<file path="config.mk">
export PLATFORM = sky130hd
export DESIGN_NAME = vga_timing_monitor_flat
export DESIGN_NICKNAME = d
export VERILOG_FILES = /design/src/rtl/vga_timing_monitor_if.sv /design/src/rtl/vga_timing_monitor.sv /design/src/flat_wrapper.sv
export SDC_FILE = /design/constraint.sdc
export NUM_CORES = 1
export LEC_CHECK = 0
export CORE_MARGIN = 8
export CORE_UTILIZATION = 40
export CTS_BUF_LIST = sky130_fd_sc_hd__clkbuf_16
export CTS_CLUSTER_SIZE = 12
export DETAILED_ROUTE_END_ITERATION = 16
export GPL_TIMING_DRIVEN = 0
export MAX_ROUTING_LAYER = met4
export PLACE_DENSITY_LB_ADDON = 0.3
export SLEW_MARGIN = 20
export SYNTH_ARGS = -nofsm -noshare
export SYNTH_HDL_FRONTEND = slang
export SYNTH_SLANG_ARGS = --single-unit
</file>
<file path="constraint.sdc">
create_clock -name Clock -period 2.7 [get_ports Clock]
set_input_delay 0.54 -clock Clock [delete_from_list [all_inputs] [get_ports Clock]]
set_output_delay 0.54 -clock Clock [all_outputs]
set_load 0.1 [all_outputs]
</file>
<file path="src/rtl/vga_timing_monitor_if.sv">
// VGA pin bundle observed by vga_timing_monitor.
// The pattern generator drives it through master; the monitor samples it through slave.
interface vga_timing_monitor_if;
   logic       iVGA_CLOCK;
   logic       iVGA_H_SYNC;
   logic       iVGA_V_SYNC;
   logic       iVGA_BLANK;
   logic [9:0] iVGA_R;
   logic [9:0] iVGA_G;
   logic [9:0] iVGA_B;

   modport master (output iVGA_CLOCK, iVGA_H_SYNC, iVGA_V_SYNC, iVGA_BLANK,
                   iVGA_R, iVGA_G, iVGA_B);
   modport slave  (input  iVGA_CLOCK, iVGA_H_SYNC, iVGA_V_SYNC, iVGA_BLANK,
                   iVGA_R, iVGA_G, iVGA_B);
endinterface

</file>
<file path="src/rtl/vga_timing_monitor.sv">
// VGA receive-side timing checker: coordinate recovery, line/frame measurement, lock and frame checksum.
// Optional macro VGA_TIMING_MONITOR_ERR_CLR_EN adds iClear_error to clear the sticky oError.
//
// state   | meaning
// SEARCH  | waiting for a vertical sync fall to start measuring
// MEASURE | one frame of line length / line count checks before lock
// LOCKED  | timing verified; violations drop back to SEARCH
module vga_timing_monitor #(
   parameter int H_ACTIVE = 640,
   parameter int V_ACTIVE = 480,
   parameter int H_TOTAL  = 800,
   parameter int V_TOTAL  = 525
) (
   input  logic        Clock,
   input  logic        Resetn,
`ifdef VGA_TIMING_MONITOR_ERR_CLR_EN
   input  logic        iClear_error,
`endif
   vga_timing_monitor_if.slave vga,
   output logic [9:0]  oCoord_X,
   output logic [9:0]  oCoord_Y,
   output logic        oPixel_valid,
   output logic        oLocked,
   output logic        oFrame_done,
   output logic [10:0] oLine_len,
   output logic [9:0]  oFrame_lines,
   output logic [15:0] oChecksum,
   output logic        oError
);

   localparam logic [10:0] H_ACT_W = 11'(H_ACTIVE);
   localparam logic [10:0] H_TOT_W = 11'(H_TOTAL);
   localparam logic [9:0]  V_ACT_W = 10'(V_ACTIVE);
   localparam logic [9:0]  V_TOT_W = 10'(V_TOTAL);
   localparam logic [10:0] H_MAX   = 11'h7FF;

   typedef enum logic [1:0] {
      SEARCH  = 2'd0,
      MEASURE = 2'd1,
      LOCKED  = 2'd2
   } state_t;

   state_t      state, state_next;
   logic        clk_prev, hs_prev, vs_prev;
   logic [10:0] h_cnt, x_cnt, line_len;
   logic [9:0]  v_cnt, y_cnt, v_cnt_eff, y_cnt_eff;
   logic [15:0] acc, acc_eff;
   logic        line_pix, meas_bad, meas_bad_eff;
   logic        strobe, hfall, vfall, pix;
   logic        len_bad, x_bad, v_bad, h_sat;
   logic        violation, publish, clear_err;

`ifdef VGA_TIMING_MONITOR_ERR_CLR_EN
   assign clear_err = iClear_error;
`else
   assign clear_err = 1'b0;
`endif

   // "_eff" values apply this strobe's hfall before its vfall, so a coincident pair closes the frame correctly
   always_comb begin
      strobe       = vga.iVGA_CLOCK & ~clk_prev;
      hfall        = strobe & ~vga.iVGA_H_SYNC & hs_prev;
      vfall        = strobe & ~vga.iVGA_V_SYNC & vs_prev;
      pix          = strobe & vga.iVGA_BLANK;
      line_len     = (h_cnt == H_MAX) ? H_MAX : h_cnt + 11'd1;
      v_cnt_eff    = hfall ? v_cnt + 10'd1 : v_cnt;
      y_cnt_eff    = (hfall && line_pix) ? y_cnt + 10'd1 : y_cnt;
      acc_eff      = pix ? acc + {6'd0, vga.iVGA_R ^ vga.iVGA_G ^ vga.iVGA_B} : acc;
      len_bad      = hfall && (line_len != H_TOT_W);
      x_bad        = hfall && line_pix && (x_cnt != H_ACT_W);
      v_bad        = vfall && ((v_cnt_eff != V_TOT_W) || (y_cnt_eff != V_ACT_W));
      h_sat        = strobe && !hfall && (h_cnt == H_MAX - 11'd1);
      meas_bad_eff = meas_bad | len_bad;
   end

   always_comb begin
      state_next = state;
      violation  = 1'b0;
      publish    = 1'b0;
      case (state)
         SEARCH: begin
            if (vfall) state_next = MEASURE;
         end
         MEASURE: begin
            if (vfall && !meas_bad_eff && (v_cnt_eff == V_TOT_W)) state_next = LOCKED;
         end
         LOCKED: begin
            if (len_bad || x_bad || v_bad || h_sat) begin
               violation  = 1'b1;
               state_next = SEARCH;
            end else if (vfall) begin
               publish = 1'b1;
            end
         end
         default: state_next = SEARCH;
      endcase
   end

   always_ff @(posedge Clock) begin
      if (!Resetn) state <= SEARCH;
      else         state <= state_next;
   end

   always_ff @(posedge Clock) begin
      if (!Resetn) begin
         clk_prev     <= 1'b0;
         hs_prev      <= 1'b1;
         vs_prev      <= 1'b1;
         h_cnt        <= '0;
         x_cnt        <= '0;
         v_cnt        <= '0;
         y_cnt        <= '0;
         acc          <= '0;
         line_pix     <= 1'b0;
         meas_bad     <= 1'b0;
         oCoord_X     <= '0;
         oCoord_Y     <= '0;
         oPixel_valid <= 1'b0;
         oLocked      <= 1'b0;
         oFrame_done  <= 1'b0;
         oLine_len    <= '0;
         oFrame_lines <= '0;
         oChecksum    <= '0;
         oError       <= 1'b0;
      end else begin
         clk_prev     <= vga.iVGA_CLOCK;
         oPixel_valid <= pix;
         oFrame_done  <= publish;
         oLocked      <= (state_next == LOCKED);
         if (violation)      oError <= 1'b1;
         else if (clear_err) oError <= 1'b0;
         if (strobe) begin
            hs_prev  <= vga.iVGA_H_SYNC;
            vs_prev  <= vga.iVGA_V_SYNC;
            acc      <= vfall ? 16'd0 : acc_eff;
            meas_bad <= vfall ? 1'b0 : meas_bad_eff;
            line_pix <= hfall ? pix : (line_pix | pix);
            if (hfall) begin
               h_cnt     <= '0;
               oLine_len <= line_len;
               x_cnt     <= pix ? 11'd1 : 11'd0;
            end else begin
               if (h_cnt != H_MAX) h_cnt <= h_cnt + 11'd1;
               if (pix && (x_cnt != H_MAX)) x_cnt <= x_cnt + 11'd1;
            end
            if (pix) begin
               oCoord_X <= hfall ? 10'd0 : x_cnt[9:0];
               oCoord_Y <= y_cnt_eff;
            end
            if (vfall) begin
               oFrame_lines <= v_cnt_eff;
               v_cnt        <= '0;
               y_cnt        <= '0;
            end else begin
               v_cnt <= v_cnt_eff;
               y_cnt <= y_cnt_eff;
            end
            if (publish) oChecksum <= acc_eff;
         end
      end
   end

endmodule
</file>
<file path="src/flat_wrapper.sv">
// flat-port wrapper written by rule: the top's interface ports become plain ports
module vga_timing_monitor_flat 
#(
   parameter int H_ACTIVE = 640,
   parameter int V_ACTIVE = 480,
   parameter int H_TOTAL  = 800,
   parameter int V_TOTAL  = 525
)
  (Clock, Resetn, oCoord_X, oCoord_Y, oPixel_valid, oLocked, oFrame_done, oLine_len, oFrame_lines, oChecksum, oError, vga_iVGA_CLOCK, vga_iVGA_H_SYNC, vga_iVGA_V_SYNC, vga_iVGA_BLANK, vga_iVGA_R, vga_iVGA_G, vga_iVGA_B);
  vga_timing_monitor_if vga_i ();
  input  logic Clock;
  input  logic Resetn;
  output logic [9:0] oCoord_X;
  output logic [9:0] oCoord_Y;
  output logic oPixel_valid;
  output logic oLocked;
  output logic oFrame_done;
  output logic [10:0] oLine_len;
  output logic [9:0] oFrame_lines;
  output logic [15:0] oChecksum;
  output logic oError;
  input wire logic [$bits(vga_i.iVGA_CLOCK)-1:0] vga_iVGA_CLOCK;
  input wire logic [$bits(vga_i.iVGA_H_SYNC)-1:0] vga_iVGA_H_SYNC;
  input wire logic [$bits(vga_i.iVGA_V_SYNC)-1:0] vga_iVGA_V_SYNC;
  input wire logic [$bits(vga_i.iVGA_BLANK)-1:0] vga_iVGA_BLANK;
  input wire logic [$bits(vga_i.iVGA_R)-1:0] vga_iVGA_R;
  input wire logic [$bits(vga_i.iVGA_G)-1:0] vga_iVGA_G;
  input wire logic [$bits(vga_i.iVGA_B)-1:0] vga_iVGA_B;
  assign vga_i.iVGA_CLOCK = vga_iVGA_CLOCK;
  assign vga_i.iVGA_H_SYNC = vga_iVGA_H_SYNC;
  assign vga_i.iVGA_V_SYNC = vga_iVGA_V_SYNC;
  assign vga_i.iVGA_BLANK = vga_iVGA_BLANK;
  assign vga_i.iVGA_R = vga_iVGA_R;
  assign vga_i.iVGA_G = vga_iVGA_G;
  assign vga_i.iVGA_B = vga_iVGA_B;
  vga_timing_monitor #(.H_ACTIVE(H_ACTIVE), .V_ACTIVE(V_ACTIVE), .H_TOTAL(H_TOTAL), .V_TOTAL(V_TOTAL)) u_core (.Clock(Clock), .Resetn(Resetn), .vga(vga_i), .oCoord_X(oCoord_X), .oCoord_Y(oCoord_Y), .oPixel_valid(oPixel_valid), .oLocked(oLocked), .oFrame_done(oFrame_done), .oLine_len(oLine_len), .oFrame_lines(oFrame_lines), .oChecksum(oChecksum), .oError(oError));
endmodule
</file>
==> summary.md <==
| Metric | Value |
|---|---|
| Status | completed |
| Commonest cells after routing, fill and taps aside | 123 x dfxtp_1, 106 x nor2_1, 82 x clkdlybuf4s50_1 |
| Largest family of logic cells by synthesized area | simple AND/OR/NAND/NOR gates |
| Layout fillers | around 1.4k |
| Buffers added on ports | 96 |
| Syn_area_per_cell | just under 9 um^2 |
| Seq cells post-synth | approximately 130 |
| Crit path top cell by count | a21oi_4 |
| Area grow syn2layout | 34.4% |
| Synth Area in XOR/XNOR | 0.107 |
| Synth Warn # | 0 |
| # DRC | 0 |
| Worst VDD drop | 0.000399 V |
| Mapped cell area | around 6000 um^2 |
| Clock buffer depth | 2 |
| H-tree Lvls | 4 |
| Detailed placement HPWL | 11.9 mm |
| Nets | between 800 and 900 |
| Pre-antenna DRT Iters | 5 |
| Vias per cell | 5.32 |
| Final hold vios | 0 |
| Compound-gate portion of the synthesized area | 0.182 |
| Mapped Cells | about 710 |
| Largest net degree at the start of global routing | 17 |
| Worst Setup Start Kind | input pin |
| Clk Latency, worst-skew pair | 0.42 ns |
| Data required, critical path | between 2 and 3 ns |
| Non-Filler Instances | between 1k and 1.5k |
| Final setup viols | 0 |
| P_leak | about 2.9 nW |
| Post-synth EDFFs | 0 |
| Die Ht | about 140 um |
| Worst-path clk slew | roughly 0.050 ns |
| Period utilisation layout | 0.975 |
| Slew headroom | 0.329 |
| Worst reg2reg setup slack | approximately 0.11 ns |
| CTS buffer count | 17 |
| Gr usage total | 0.177 |
| Post-route ant nets | 0 |
| Maximum capacitance violations | 0 |
| Crit-path slowest cell | or4_1 |
| Worst Max-Slew Pin Slew | around 1 ns |
| First-pass GRT wire length | approximately 27 mm |
| Ys async rst share | 0 |
| Pwr Total | about 4.8 mW |
| Number of clock sinks | 126 |
| Crit-path max cell delay | 0.46 ns |
| Share of cells above drive strength 1 | 0.135 |
| Die extent in x | 140 um |
| CP Capture Type | flop |
| Fmax | 380 MHz |
| Area leader, netlist | dfxtp_1 |
| TritonCTS clock tree | yes |
| Pwr/cell area | roughly 580 nW/um^2 |
| Finished Core Util | 0.546 |
| Vias | approximately 5.5k |
| Most common cell after layout, fill and taps aside | dfxtp_1 |
| Placed Instances | approximately 990 |
| GPL Wtd Cong | between 0.9 and 1 |
| # rows | 45 |
| Most used DFF post-synth | dfxtp_1 |
| Fin area | slightly above 8000 um^2 |
| Initial antenna violation count | 2 |
| Post-Route WL | 17.0 mm |
| Yosys cell types | just over 60 |
| Grt ovf | 0 |
| Post-DP Area | 7330 um^2 |
| Vias in the first global route | between 5k and 6k |
| Wire per inst | around 16 um |
| Hold Crit Class | flop to flop |
| Synth top area cells | dfxtp_1 41%, xnor2_1 6.7%, nor2_1 6.5%, a21oi_1 4.5%, xor2_1 4.0% |
| Register Area | 2530 um^2 |
| Multi-input gate area | approximately 3600 um^2 |
| Synth Area in Adders | 0.0359 |
| CP max FO | 4 |
| Die area | about 20000 um^2 |
| Synthesized Nets | 761 |
| Post-synth top area share | 0.411 |
| Crit-path cells | clkdlybuf4s50_1 > xnor2_1 > ha_1 > or2_4 > a21oi_4 > nor3_2 > or4_1 > and3_4 > a21oi_4 > a211oi_2 |
| Core Region | around 15000 um^2 |
| Final-report max-slew violation count | 0 |
| Arrival time worst endpoint | 2.90 ns |
| Post-route minimum period | between 2 and 3 ns |
| I/O pin count | 97 |
| Clk_skew | 0.00938 ns |
| Post-synthesis mux area share | 0.00877 |
| CTS Root Cell | clkbuf_16 |
| Post-synthesis sequential area ratio | 0.411 |
| Initial Util | 0.406 |
| Simple-Gate Fraction of Synth Area | 0.214 |
| Initial detailed-routing violation count | about 390 |
| Crit Path Category | input pin to flop |
cell usage after synthesis, drive strengths merged, types with 3 or more instances:
| library cell | count |
|---|---|
| a211oi | 37 |
| a21oi | 56 |
| a22oi | 12 |
| a311oi | 5 |
| a31oi | 3 |
| and2 | 10 |
| and3 | 10 |
| buf | 9 |
| clkbuf | 32 |
| dfxtp | 126 |
| ha | 16 |
| inv | 18 |
| mux2i | 5 |
| nand2 | 44 |
| nand2b | 4 |
| nand3 | 22 |
| nand4 | 15 |
| nor2 | 107 |
| nor2b | 5 |
| nor3 | 15 |
| nor4 | 6 |
| o2111ai | 3 |
| o21a | 4 |
| o21ai | 25 |
| o31ai | 8 |
| or2 | 3 |
| or3 | 7 |
| or4 | 3 |
| xnor2 | 47 |
| xor2 | 28 |
final timing paths:
kind	from	to	cells after the start
max	vga_iVGA_G[4]	u_core.oChecksum[9]	10
min	u_core.vs_prev	u_core.vs_prev	2
max reg2reg	u_core.y_cnt[1]	u_core.oLocked	8
min reg2reg	u_core.vs_prev	u_core.vs_prev	2
critical path, delay by kind of cell:
family	cells	cell delay (ns)
AO/OA/AOI/OAI	3	0.40
adder cells (fa/ha/maj)	1	0.32
XOR/XNOR	1	0.23
buffers and inverters	1	0.41
AND/OR/NAND/NOR	4	1.01
power by group:
| part | leakage, nW | switching [mW] | total, mW | internal (mW) |
|---|---|---|---|---|
| Sequential | 1.02 | 0.0377 | 1.95 | 1.91 |
| Clock | 0.263 | 0.789 | 2.01 | 1.22 |
| Combinational | 1.63 | 0.529 | 0.827 | 0.298 |
| Total | 2.92 | 1.36 | 4.79 | 3.43 |
cells by family (layout without fill, tap and decap cells):
kind of cell / count (synthesis) / after routing
flip-flops: 126 / 126
other: 0 / 2
XOR/XNOR: 75 / 75
multiplexers: 5 / 5
AO/OA/AOI/OAI: 162 / 162
AND/OR/NAND/NOR: 263 / 263
buffers and inverters: 60 / 198
adder cells (fa/ha/maj): 17 / 17
layout make-up:
| cell class | count | area share |
|---|---|---|
| plain buffers | 39 | 0.0220 |
| clock buffers | 17 | 0.0516 |
| well taps | 188 | 0.0285 |
| flip-flops and latches | 126 | 0.307 |
| repair buffers | 109 | 0.129 |
| multi-input cells | 522 | 0.442 |
| inverters | 19 | 0.00866 |
| clock inverters | 14 | 0.0106 |
| diodes | 2 | 0.000607 |
layer usage:
layer | wire [um] | share of wire | GRT usage | vias to the layer above
met3 | 1030 | 0.060 | 0.0472 | 34
met1 | 7900 | 0.46 | 0.215 | 2557
li1 | - | - | - | 2752
met2 | 7670 | 0.45 | 0.271 | 167
met5 | 0 | 0 | - | -
met4 | 442 | 0.026 | 0.0754 | 0
per-stage QoR:
stage          TNS, ns  setup slack, ns  hold WS (ns)
4_1_cts              0          0.00391         0.468
5_1_grt        -0.0862          -0.0516         0.501
2_1_floorplan        0           0.0112         0.423
6_report             0           0.0672         0.462
3_5_place_dp    -26.90           -0.833         0.451
3_3_place_gp    -26.67           -0.828         0.443
timing repair:
item | in CTS | in global routing
pin swaps | 31 | 32
endpoints found under the setup margin | 26 | 21
hold buffers | 0 | 0
resized for setup | 46 | 37
setup buffers | 8 | 5
state kept, by name (all words and copies together) (netlist names):
register,flops
u_core.meas_bad,1
u_core.state,2
u_core.oLocked,1
u_core.oPixel_valid,1
u_core.clk_prev,1
u_core.h_cnt,11
u_core.y_cnt,10
u_core.oError,1
u_core.oCoord_Y,10
u_core.oCoord_X,10
u_core.oFrame_lines,10
u_core.v_cnt,10
u_core.x_cnt,11
u_core.hs_prev,1
u_core.oLine_len,11
u_core.vs_prev,1
u_core.acc,16
u_core.oFrame_done,1
u_core.line_pix,1
u_core.oChecksum,16
No activity file was read; power rests on OpenSTA's default activity.
